File: src/rtl/deser_queue_pkg.sv
// Shared types for the serial-to-parallel word queue.
// The PARITY state exists only when DESER_PARITY_EN is defined.
package deser_queue_pkg;

  typedef enum logic [1:0] {
    IDLE  = 2'd0,
    SHIFT = 2'd1
`ifdef DESER_PARITY_EN
    , PARITY = 2'd2
`endif
  } state_e;

  // Occupancy counter must represent 0..DEPTH inclusive.
  function automatic int len_w(input int depth);
    return $clog2(depth + 1);
  endfunction

endpackage

File: src/rtl/sync_queue.sv
// Circular word queue with occupancy count; storage is not reset.
// A pop frees a slot in the same cycle, so push+pop while full is accepted.
module sync_queue import deser_queue_pkg::*; #(
  parameter int WIDTH = 8,
  parameter int DEPTH = 8
) (
  input  logic                       clock,
  input  logic                       reset,
  input  logic                       push_i,
  input  logic [WIDTH-1:0]           push_data_i,
  input  logic                       pop_i,
  output logic [WIDTH-1:0]           head_o,
  output logic [len_w(DEPTH)-1:0]    count_o,
  output logic                       full_o,
  output logic                       empty_o
);
  localparam int LW = len_w(DEPTH);
  localparam int PW = (DEPTH > 1) ? $clog2(DEPTH) : 1;

  logic [WIDTH-1:0] mem_q [DEPTH];
  logic [PW-1:0]    wptr_q, rptr_q;
  logic [LW-1:0]    count_q;
  logic             do_push, do_pop;

  function automatic logic [PW-1:0] next_ptr(input logic [PW-1:0] p);
    return (p == PW'(DEPTH - 1)) ? '0 : p + 1'b1;
  endfunction

  assign full_o  = (count_q == LW'(DEPTH));
  assign empty_o = (count_q == '0);
  assign do_pop  = pop_i & ~empty_o;
  assign do_push = push_i & (~full_o | do_pop);
  assign head_o  = mem_q[rptr_q];
  assign count_o = count_q;

  always_ff @(posedge clock) begin
    if (do_push) mem_q[wptr_q] <= push_data_i;
  end

  always_ff @(posedge clock or posedge reset) begin
    if (reset) begin
      wptr_q  <= '0;
      rptr_q  <= '0;
      count_q <= '0;
    end else begin
      if (do_push) wptr_q <= next_ptr(wptr_q);
      if (do_pop)  rptr_q <= next_ptr(rptr_q);
      case ({do_push, do_pop})
        2'b10:   count_q <= count_q + 1'b1;
        2'b01:   count_q <= count_q - 1'b1;
        default: count_q <= count_q;
      endcase
    end
  end

endmodule

File: src/rtl/deser_queue.sv
// Serial bit deserializer feeding a word queue, with edge-detected strobes.
// Define DESER_PARITY_EN to append and check an even-parity bit per word.
module deser_queue import deser_queue_pkg::*; #(
  parameter int WIDTH     = 8,
  parameter int DEPTH     = 8,
  parameter int MSB_FIRST = 1
) (
  input  logic                    clock,
  input  logic                    reset,
  input  logic                    data_in,
  input  logic                    write_in,
  input  logic                    dequeue_in,
  output logic                    status_out,
  output logic [WIDTH-1:0]        data_out,
  output logic [len_w(DEPTH)-1:0] len_out,
  output logic                    overflow_out,
  output logic                    parity_err_out
);
  localparam int CW = $clog2(WIDTH + 1);

  state_e           state_q;
  logic [CW-1:0]    cnt_q;
  logic [WIDTH-1:0] sh_q, sh_d, data_q, head, word_data;
  logic             wr_q, deq_q, ovf_q;
  logic             wr_rise, deq_rise, word_done, word_ok, pop_ok, full, empty;

  assign wr_rise  = write_in & ~wr_q;
  assign deq_rise = dequeue_in & ~deq_q;
  assign sh_d     = (MSB_FIRST != 0) ? {sh_q[WIDTH-2:0], data_in}
                                     : {data_in, sh_q[WIDTH-1:1]};
  assign pop_ok   = deq_rise & ~empty;

`ifdef DESER_PARITY_EN
  logic perr_q, par_bad;
  assign par_bad        = (data_in != ^sh_q);
  assign word_done      = wr_rise && (state_q == PARITY);
  assign word_ok        = word_done & ~par_bad;
  assign word_data      = sh_q;
  assign parity_err_out = perr_q;
`else
  // The word is pushed on the same edge that captures its last bit.
  assign word_done      = wr_rise && (state_q == SHIFT) && (cnt_q == CW'(WIDTH - 1));
  assign word_ok        = word_done;
  assign word_data      = sh_d;
  assign parity_err_out = 1'b0;
`endif

  sync_queue #(.WIDTH(WIDTH), .DEPTH(DEPTH)) u_queue (
    .clock       (clock),
    .reset       (reset),
    .push_i      (word_ok),
    .push_data_i (word_data),
    .pop_i       (pop_ok),
    .head_o      (head),
    .count_o     (len_out),
    .full_o      (full),
    .empty_o     (empty)
  );

  always_ff @(posedge clock or posedge reset) begin
    if (reset) begin
      state_q <= IDLE;
      cnt_q   <= '0;
      sh_q    <= '0;
      data_q  <= '0;
      wr_q    <= 1'b0;
      deq_q   <= 1'b0;
      ovf_q   <= 1'b0;
`ifdef DESER_PARITY_EN
      perr_q  <= 1'b0;
`endif
    end else begin
      wr_q  <= write_in;
      deq_q <= dequeue_in;
`ifdef DESER_PARITY_EN
      perr_q <= 1'b0;
`endif
      if (pop_ok) data_q <= head;
      if (word_ok && full && !pop_ok) ovf_q <= 1'b1;
      if (wr_rise) begin
        case (state_q)
          IDLE: begin
            sh_q    <= sh_d;
            cnt_q   <= CW'(1);
            state_q <= SHIFT;
          end
          SHIFT: begin
            sh_q <= sh_d;
            if (cnt_q == CW'(WIDTH - 1)) begin
`ifdef DESER_PARITY_EN
              cnt_q   <= CW'(WIDTH);
              state_q <= PARITY;
`else
              cnt_q   <= '0;
              state_q <= IDLE;
`endif
            end else begin
              cnt_q <= cnt_q + 1'b1;
            end
          end
`ifdef DESER_PARITY_EN
          PARITY: begin
            perr_q  <= par_bad;
            cnt_q   <= '0;
            state_q <= IDLE;
          end
`endif
          default: begin
            cnt_q   <= '0;
            state_q <= IDLE;
          end
        endcase
      end
    end
  end

  assign data_out     = data_q;
  assign overflow_out = ovf_q;
  assign status_out   = ~full;

endmodule

File: config.mk
export PLATFORM = sky130hd
export DESIGN_NAME = deser_queue
export DESIGN_NICKNAME = d
export VERILOG_FILES = /design/src/rtl/deser_queue_pkg.sv /design/src/rtl/sync_queue.sv /design/src/rtl/deser_queue.sv
export SDC_FILE = /design/constraint.sdc
export NUM_CORES = 1
export LEC_CHECK = 0
export CORE_MARGIN = 5
export CORE_UTILIZATION = 65
export CTS_BUF_LIST = sky130_fd_sc_hd__clkbuf_16
export DETAILED_ROUTE_END_ITERATION = 12
export DONT_BUFFER_PORTS = 1
export PLACE_DENSITY = 0.82
export SETUP_SLACK_MARGIN = 0.3
export SYNTH_ARGS = -nofsm -noshare
export SYNTH_HDL_FRONTEND = slang
export SYNTH_HIERARCHICAL = 1
export SYNTH_SLANG_ARGS = --single-unit
File: constraint.sdc
create_clock -name clock -period 6 [get_ports clock]
set_clock_uncertainty 0.05 [all_clocks]
set_input_delay 0.6 -clock clock [delete_from_list [all_inputs] [get_ports clock]]
set_output_delay 0.6 -clock clock [all_outputs]
set_load 0.01 [all_outputs]
# Yosys cells after proc, flatten, opt, wreduce, memory -nomap -nowiden
# Memory sizes are Yosys's and may differ from the RTL's. A register that Yosys moved wholly into a read port is not among the register bits.
# Index checks and enable logic that the tools add are counted.
# classes
mux,9
reduce_logical,11
n_eq_ne,8
n_addsub,5
bitwise_logic,10
# op_table
cell,count
one-hot mux 4 bit (2 select lines),2
"adder 4 x 1 -> 4 bit, second input constant",2
"adder 3 x 1 -> 3 bit, second input constant",2
"equality test 3 bit, second input constant",2
two-way mux 3 bit,2
bitwise AND 1 bit,5
"equality test 2 x 1 -> 1 bit, second input constant",2
"equality test 4 x 3 -> 1 bit, second input constant",1
"equality test 4 bit, second input constant",1
logical AND 1 bit,4
logical NOT 4 bit,1
two-way mux 4 bit,1
inverter 1 bit,4
one-hot mux 2 bit (2 select lines),1
AND reduction 2 bit,2
"subtractor 4 x 1 -> 4 bit, second input constant",1
"equality test 2 bit, second input constant",1
logical NOT 2 bit,1
two-way mux 1 bit,2
two-way mux 2 bit,1
"!= test 2 x 1 -> 1 bit, second input constant",1
nonzero test 2 bit,1
OR reduction 2 bit,1
logical NOT 1 bit,1
OR 1 bit,1
# totals
elab_cells,53
inputBits,5
memories,1
regBits,26
ramBits,64
# mem_list
memory,words,word_bits,rd,rd_ports_with_merged_regs,write_ports,line_no,source
u_queue.mem_q,8,8,1,1,1,sync_queue.sv:20,logic [WIDTH-1:0] mem_q [DEPTH];

# Depth between registers and ports, before layout
# Gate-level depths: netlist of the first run.
# depth
word_depth,8
mapped_depth,10
ltp_nobuf,9

# Cells and area by module
# Netlist of the first run, hierarchy kept.
# modules_own_cells
mod,cells_each,instances,area_each_um2
sync_queue,162,1,3119.2
deser_queue,84,1,944.7

# Worst setup path before layout of the first run
# No wires, ideal clock.
# synth_path
path_type,reg2reg
start,"reg u_queue.count_q[0], in the netlist u_queue/count_o[0]"
end,"reg u_queue.count_q[3], in the netlist u_queue/count_o[3]"
t_arrival_ps,2583
slack_ps,3236
synth_period_minus_slack_ps,2764
required_ps,5819
stages_incl_launch_ff,8
setup_ps,131
cell_sequence,dfrtp_1 -> or4b_4 -> o21ai_4 -> ha_1 -> ha_1 -> or4b_1 -> o311ai_1 -> o211ai_1
# synth_via
elab_chain_len,8
word_cells_on_any_way,14
classes_between,2 x add/sub; 3 x eq/ne; 1 x mux; 6 x bitwise; 2 x reduce/logical
# synth_lines
item,line_no,source
start: declaration,sync_queue.sv:22,logic [LW-1:0] count_q;
start signal: assignment,sync_queue.sv:49,2'b10: count_q <= count_q + 1'b1;
start signal: assignment,sync_queue.sv:50,2'b01: count_q <= count_q - 1'b1;
start signal: assignment,sync_queue.sv:51,default: count_q <= count_q;
logical NOT 4 bit,sync_queue.sv:30,assign empty_o = (count_q == '0);
inverter 1 bit,"sync_queue.sv:31, deser_queue.sv:31",
bitwise AND 1 bit,deser_queue.sv:31,assign pop_ok = deq_rise & ~empty;
bitwise AND 1 bit,sync_queue.sv:31,assign do_pop = pop_i & ~empty_o;
OR 1 bit,sync_queue.sv:32,assign do_push = push_i & (~full_o | do_pop);
bitwise AND 1 bit,sync_queue.sv:32,
equality test 2 x 1 -> 1 bit or equality test 2 bit (tied branches),sync_queue.sv:48,"case ({do_push, do_pop})"
one-hot mux 4 bit (2 select lines) or nonzero test 2 bit (tied branches),-,
# Several ways; a longest one is shown, not always the timed one.
# A chain may end at the register's enable or synchronous reset.

# Final worst setup path of the first run
# layout_path
start,"reg u_queue.count_q[0], in the netlist u_queue/count_o[0]"
end,"reg u_queue.count_q[3], in the netlist u_queue/count_o[3]"
# layout_via
elab_chain_len,8
word_cells_on_any_way,14
classes_between,2 x add/sub; 3 x eq/ne; 1 x mux; 6 x bitwise; 2 x reduce/logical
# layout_lines
item,line_no,source
logical NOT 4 bit *,sync_queue.sv:30,
net empty,deser_queue.sv:25,"logic wr_rise, deq_rise, word_done, word_ok, pop_ok, full, empty;"
inverter 1 bit *,"sync_queue.sv:31, deser_queue.sv:31",
bitwise AND 1 bit,deser_queue.sv:31,
bitwise AND 1 bit *,sync_queue.sv:31,
net u_queue.do_pop,sync_queue.sv:23,"logic do_push, do_pop;"
OR 1 bit,sync_queue.sv:32,
bitwise AND 1 bit,sync_queue.sv:32,
equality test 2 x 1 -> 1 bit or equality test 2 bit (tied branches),sync_queue.sv:48,
one-hot mux 4 bit (2 select lines) or nonzero test 2 bit (tied branches),-,
# The timed path passes the listed nets; every way through them passes the cells marked *.

==> results of run 1 <==
-- layout by cell type, fill, tap and decap left out, drive strengths merged, types with 3 or more instances in the layout --
cell type  instances
mux4              16
nor3b              5
ha                 8
inv               12
mux2              21
buf                5
nand2b             3
nor2               7
nand3              3
nand2             28
o21ai              4
nor3               4
clkbuf             9
dfrtp             33
a21oi              4
edfxtp            64
-- area by class of cell --
class	count	area share, %
multi-input cells	128	27.4
clock buffers	9	5.06
repair buffers	5	0.843
clock inverters	7	1.97
inverters	11	0.927
flip-flops and latches	97	61.7
well taps	75	2.11
-- registers in the layout, summed over array words and instances (netlist names) --
name and cells:
overflow_out 1, u_queue/rptr_q 3, sh_q 7, u_queue/mem_q 64
deq_q 1, u_queue/wptr_q 3, wr_q 1, cnt_q 4
data_out 8, u_queue/count_o 4, state_q 1
-- worst min-delay path by stage --
stage | cells after the start | end | slack (ns) | startpoint
floorplan | 1 | u_queue/count_o[0] | 0.39 | reset
global placement | 2 | cnt_q[1] | 0.44 | cnt_q[1]
detailed placement | 2 | cnt_q[1] | 0.44 | cnt_q[1]
CTS | 1 | u_queue/wptr_q[2] | 0.09 | reset
global route | 1 | u_queue/wptr_q[0] | 0.12 | reset
finish | 1 | u_queue/wptr_q[2] | 0.08 | reset
-- report_power, final --
group	internal, W	switching, W	total (W)
sequential	0.000824	0.000205	0.00103
clock	0.000361	0.000227	0.000588
combinational	0.000259	0.000161	0.000420
total	0.00144	0.000593	0.00204
-- worst max-delay path, cell delays in order, from the launching register on --
cell      delay, ns
dfrtp_1        0.56
nor4_1         0.13
nor3b_2        0.89
o41ai_2        0.35
inv_1          0.13
ha_1           0.33
ha_1           0.34
or4b_1         0.48
o311ai_1       0.11
o211ai_1       0.12
-- logic make-up after synthesis --
group | Yosys count
fa+ha+maj | 9
xor+xnor | 2
buf+inv | 21
compound gates | 18
flops | 97
simple gates | 59
other cells | 1
mux | 39
-- layer usage --
metal | share of wire (%) | up-vias | track usage, %
li1 | - | 945 | -
met1 | 42 | 1033 | 28.1
met2 | 52 | 53 | 34.8
met3 | 4.6 | 8 | 3.87
met4 | 1.3 | 0 | 8.53
met5 | 0 | - | 0
-- metrics by stage --
step / setup WS, ns / std cells / cell area (um^2)
finish: 2.41 / 332 / 4450
global route: 2.18 / 332 / 4450
detailed placement: 2.47 / 316 / 4140
floorplan: 3.24 / 246 / 4060
CTS: 2.41 / 332 / 4450
global placement: 2.60 / 316 / 4140
==> summary.md, run 1 <==
| Metric | Value |
|---|---|
| WL final | `slightly above 7000 um` |
| Leakage | `between 1.5 and 2 nW` |
| Hold Crit Class | `input pin to asynchronous set/reset pin` |
| WHS | `slightly above 0.08 ns` |
| Critical Path Start | `u_queue/count_o[0]` |
| Most numerous cell in the Yosys netlist | `edfxtp_1` |
| Total power | `about 0.0020 W` |
| Die width | `between 80 and 90 um` |
| R2R setup slack | `~2.4 ns` |
| Status | `finished clean` |
| Post-Syn Nets | `260` |
| Via density per instance | `slightly above 6` |
| PD cells | `between 400 and 500 nW/um^2` |
| Register Area | `approximately 2700 um^2` |
| Final period util | `between 50% and 60%` |
| N_diodes | `0` |
| Share of cells above drive strength 1 | `about a quarter` |
| Post-Synth XOR/XNOR Area | `less than 1%` |
| Top post-synthesis cells by count | `edfxtp_1, dfrtp_1, nand2_1` |
| Worst slew margin | `roughly a quarter` |
| Area grow syn2layout | `9.58%` |
| Post-cts sizing count | `0` |
| CP startpoint kind | `flip-flop` |
| Avg Inst Size Synth | `about 17 um^2` |
| Bufs on Longest Clock Path | `2` |
| EDFF count, synth | `between 60 and 70` |
| Crit path capture type | `flip-flop` |
| Crit Path Max Fanout | `12` |
| Die height | `89.1 um` |
| Critical Path RT | `a little over 6 ns` |
| Final core area utilization | `approximately three quarters` |
| Grt total ovfl | `0` |
| Multi-input gate area | `approximately 1200 um^2` |
| Synth area leaders | `edfxtp_1, dfrtp_1, mux4_2` |
| # IOs | `20` |
| Routed wire per std cell | `approximately 21 um` |
| Fin. max-slew vios | `0` |
| Syn Inst Count | `~250` |
| Setup CP Type | `flip-flop to flip-flop` |
| Simple-gate share of the synthesized area | `7.51%` |
| RR Endpoint | `u_queue/count_o[3]` |
| Async SR Flop Fraction | `34.0%` |
| FF-to-FF path depth | `9` |
| Peak VDD IR | `~0.00031 V` |
| Largest family of logic cells by synthesized area | `multiplexers` |
| RSZ-0062 raised after global routing | `no` |
| Reg-to-Reg Start | `u_queue/count_o[0]` |
| Adder-Cell Fraction of Synth Area | `under 10%` |
| Synthesized area | `roughly 4100 um^2` |
| First DRT Iteration DRCs | `between 200 and 250` |
| First-pass GRT wire length | `11,700 um` |
| Tmin final | `approximately 3.6 ns` |
| Die Area | `approximately 8000 um^2` |
| Sequential fraction of the synthesis area | `around 68%` |
| Post-synthesis compound-gate area fraction | `under 10%` |
| Number of synthesized register bits | `between 90 and 100` |
| Setup Buffers After CTS | `0` |
| Yosys Warn Count | `6` |
| Core Region | `between 5000 and 6000 um^2` |
| Initial core utilization | `67.8%` |
| Post-synth top area share | `47.3%` |
| Final setup fails | `0` |
| # rows | `28` |
| Via count | `just over 2,000` |
| Antenna Nets Post-Route | `0` |
| Vias in the first global route | `2,250` |
| Primary FF master, synth | `edfxtp_1` |
| Worst setup endpoint | `u_queue/count_o[3]` |
| Detailed placement HPWL | `4400 um` |
| Max-capacitance violation count | `0` |
| Clock Sinks | `97` |
| Clk_lat worst skew | `0.33 ns` |
| IO buf count | `0` |
| Final hold vios | `0` |
| CTS root buf | `clkbuf_16` |
| Yosys cell types | `44` |
| CTS tree | `built` |
| Post-synthesis mux area share | `between 10% and 20%` |
| Drt pass-1 iters | `4` |
| Setup Total Neg Slack | `0 ns` |
| Maximum clock frequency | `0.278 GHz` |
| Initial antenna violation count | `0` |
| Total track usage | `about a fifth` |
| RD Place Congestion | `around 0.73` |
| Max H-tree Level | `3` |
| Fill count | `311` |
| Nets@finish | `about 270` |
| Total CTS buffers | `9` |
| Drc violations | `0` |
| Crit path DAT | `around 3.8 ns` |
| Clock-pin transition on the worst setup and hold timing paths | `around 0.070 ns` |
| Synth area leader | `edfxtp_1` |
| Largest net degree at the start of global routing | `24` |
| Hold buffers post-CTS | `0` |
| Slew @ Worst Pin | `roughly 1.1 ns` |
Note: power is estimated with default switching activity, not from simulation.
==> run 2, diff against run 1 <==
--- a/config.mk
+++ b/config.mk
@@ -6,11 +6,11 @@
 export NUM_CORES = 1
 export LEC_CHECK = 0
 export CORE_MARGIN = 5
-export CORE_UTILIZATION = 65
+export CORE_UTILIZATION = 62
 export CTS_BUF_LIST = sky130_fd_sc_hd__clkbuf_16
 export DETAILED_ROUTE_END_ITERATION = 12
 export DONT_BUFFER_PORTS = 1
-export PLACE_DENSITY = 0.82
+export PLACE_DENSITY = 0.79
 export SETUP_SLACK_MARGIN = 0.3
 export SYNTH_ARGS = -nofsm -noshare
 export SYNTH_HDL_FRONTEND = slang
==> constraint.sdc (replaced) <==
create_clock -name clock -period 3.4 [get_ports clock]
set_clock_uncertainty 0.05 [all_clocks]
set_input_delay 0.34 -clock clock [delete_from_list [all_inputs] [get_ports clock]]
set_output_delay 0.34 -clock clock [all_outputs]
set_load 0.01 [all_outputs]
==> run 2 against run 1 <==
Final area rose by 2.8%. First-iteration DRC count fell by 27%. Sequential share of layout area fell by 1.7 points. Global-route usage fell by 2.2 points.
==> summary.md, run 2 (synthesis gave the netlist of run 1 again) <==
| Metric | Value |
|---|---|
| PD cells | `roughly 800 nW/um^2` |
| IO buf count | `0` |
| Fill count | `roughly 360` |
| Maximum clock frequency | `around 0.34 GHz` |
| Setup CP Type | `flip-flop to flip-flop` |
| Total CTS buffers | `9` |
| Drc violations | `0` |
| Slew @ Worst Pin | `about 0.96 ns` |
| # rows | `29` |
| Hold Startpoint | `data_in` |
| Status | `finished clean` |
| Drt pass-1 iters | `4` |
| Share of cells above drive strength 1 | `a little over a quarter` |
| WL final | `7150 um` |
| Via count | `roughly 2,100` |
| Max-capacitance violation count | `0` |
| Critical Path RT | `about 3.6 ns` |
| N_diodes | `0` |
| Most frequent cells in the layout | `edfxtp_1, dfrtp_1, nand2_1` |
| Die Area | `between 8000 and 9000 um^2` |
| Via density per instance | `roughly 6` |
| Clock-pin transition on the worst setup and hold timing paths | `~0.060 ns` |
| Hold Crit Class | `input pin to flip-flop` |
| Nets@finish | `between 200 and 300` |
| Core Region | `~6300 um^2` |
| Final instance area | `about 4600 um^2` |
| Detailed placement HPWL | `between 4000 and 5000 um` |
| Grt total ovfl | `0` |
| Tmin final | `2.95 ns` |
| Final period util | `86.8%` |
| Worst slew margin | `approximately 36%` |
| Leakage | `around 1.7 nW` |
| Crit path capture type | `flip-flop` |
| Crit Path Max Fanout | `9` |
| Initial core utilization | `64.0%` |
| Area grow syn2layout | `12.6%` |
| Bufs on Longest Clock Path | `2` |
| # IOs | `20` |
| RSZ-0062 raised after global routing | `no` |
| Max H-tree Level | `3` |
| Largest net degree at the start of global routing | `24` |
| Vias in the first global route | `between 2,000 and 2,500` |
| Final setup fails | `0` |
| Final hold vios | `0` |
| Reg-to-Reg Start | `u_queue/count_o[0]` |
| Setup Total Neg Slack | `0 ns` |
| Clk_lat worst skew | `roughly 0.33 ns` |
| Critical Path Start | `u_queue/count_o[0]` |
| CP startpoint kind | `flip-flop` |
| Leading cell type in the layout, fill and taps excluded | `edfxtp_1` |
| Die width | `91.0 um` |
| Crit path DAT | `3.11 ns` |
| Fin. max-slew vios | `0` |
| Die height | `91.0 um` |
| Antenna Nets Post-Route | `0` |
| Number of flip-flops under the largest register name | `64` |
| Peak VDD IR | `about 0.00063 V` |
| Biggest register | `u_queue/mem_q` |
| Clock Sinks | `97` |
| Initial antenna violation count | `0` |
| RD Place Congestion | `0.719` |
| First DRT Iteration DRCs | `around 180` |
| CTS tree | `built` |
| Placement Cell Area | `about 4200 um^2` |
| First-pass GRT wire length | `about 12,000 um` |
| CTS root buf | `clkbuf_16` |
| Total track usage | `roughly a fifth` |
| Routed wire per std cell | `between 20 and 25 um` |
## run 2: cell count changes in the layout (fill, tap and decap cells not counted), sizes merged
cell and change:
clkinvlp -1, clkinv -1, buf +10, dlygate4sd3 +3, inv +2
## run 2: per-stage QoR
step                      worst slack [ns]  power [W]  cells  utilization (%)  hold WS, ns
after floorplan                      0.636    0.00238    246                -        0.130
after global placement               0.289    0.00258    326             66.1        0.189
after detailed placement             0.124    0.00262    326             66.1        0.193
after CTS                            0.395    0.00369    345             71.7       0.0420
after global routing                 0.335    0.00389    347             72.1       0.0375
final                                0.448    0.00367    347             72.1       0.0522
## run 2: timing repair
action / CTS / global route
hold endpoints to repair: 12 / 0
pin swaps: 0 / 1
hold buffers: 3 / 0
gates cloned: 0 / 0
endpoints found under the setup margin: 1 / 1
gates resized for setup: 1 / 2
buffers inserted: 0 / 2
## run 2: power breakdown
| group | internal [W] | leakage, nW | switching (W) |
|---|---|---|---|
| Clock | 0.000644 | 0.155 | 0.000411 |
| Sequential | 0.00146 | 0.985 | 0.000250 |
| Combinational | 0.000503 | 0.608 | 0.000406 |
| Total | 0.00260 | 1.75 | 0.00107 |
## run 2: worst max-delay path: stages, from the launching register on
cell	delay (ns)
dfrtp_1	0.39
buf_4	0.18
or4b_4	0.58
o21ai_4	0.29
ha_2	0.33
ha_1	0.31
or4b_1	0.48
o311ai_1	0.11
o211ai_1	0.12
## run 2: area by class of cell
type / instances / area, um^2 / area share [%]
Inverter: 11 / 41.3 / 0.902
Sequential cell: 97 / 2750 / 60.0
Clock buffer: 9 / 225 / 4.92
Tap cell: 77 / 96.3 / 2.11
Clock inverter: 7 / 92.6 / 2.02
Multi-Input combinational cell: 128 / 1230 / 26.9
Timing Repair Buffer: 18 / 143 / 3.12
## run 2: routing by layer
| layer | routed length, um | global-route usage (%) |
|---|---|---|
| met4 | 133 | 8.07 |
| met3 | 381 | 3.55 |
| met1 | 3010 | 26.5 |
| met5 | 0 | 0 |
| met2 | 3620 | 29.4 |
## run 2: worst paths after layout
| path | to | slack, ns | cells after the start |
|---|---|---|---|
| setup reg to reg | u_queue/count_o[3] | 0.45 | 8 |
| hold / removal | u_queue/mem_q[2][0] | 0.05 | 0 |
| max in group asynchronous | sh_q[3] | 2.65 | 1 |
| setup / recovery | u_queue/count_o[3] | 0.45 | 8 |
| min in group asynchronous | data_out[4] | 0.07 | 1 |
| hold reg to reg | cnt_q[1] | 0.45 | 2 |
==> run 3, diff against run 2 <==
--- a/config.mk
+++ b/config.mk
@@ -5,6 +5,7 @@
 export SDC_FILE = /design/constraint.sdc
 export NUM_CORES = 1
 export LEC_CHECK = 0
+export ABC_AREA = 0
 export CORE_MARGIN = 5
 export CORE_UTILIZATION = 62
 export CTS_BUF_LIST = sky130_fd_sc_hd__clkbuf_16
==> results of run 3 <==
The final DEF is identical to that of run 2; final timing and power are the same.
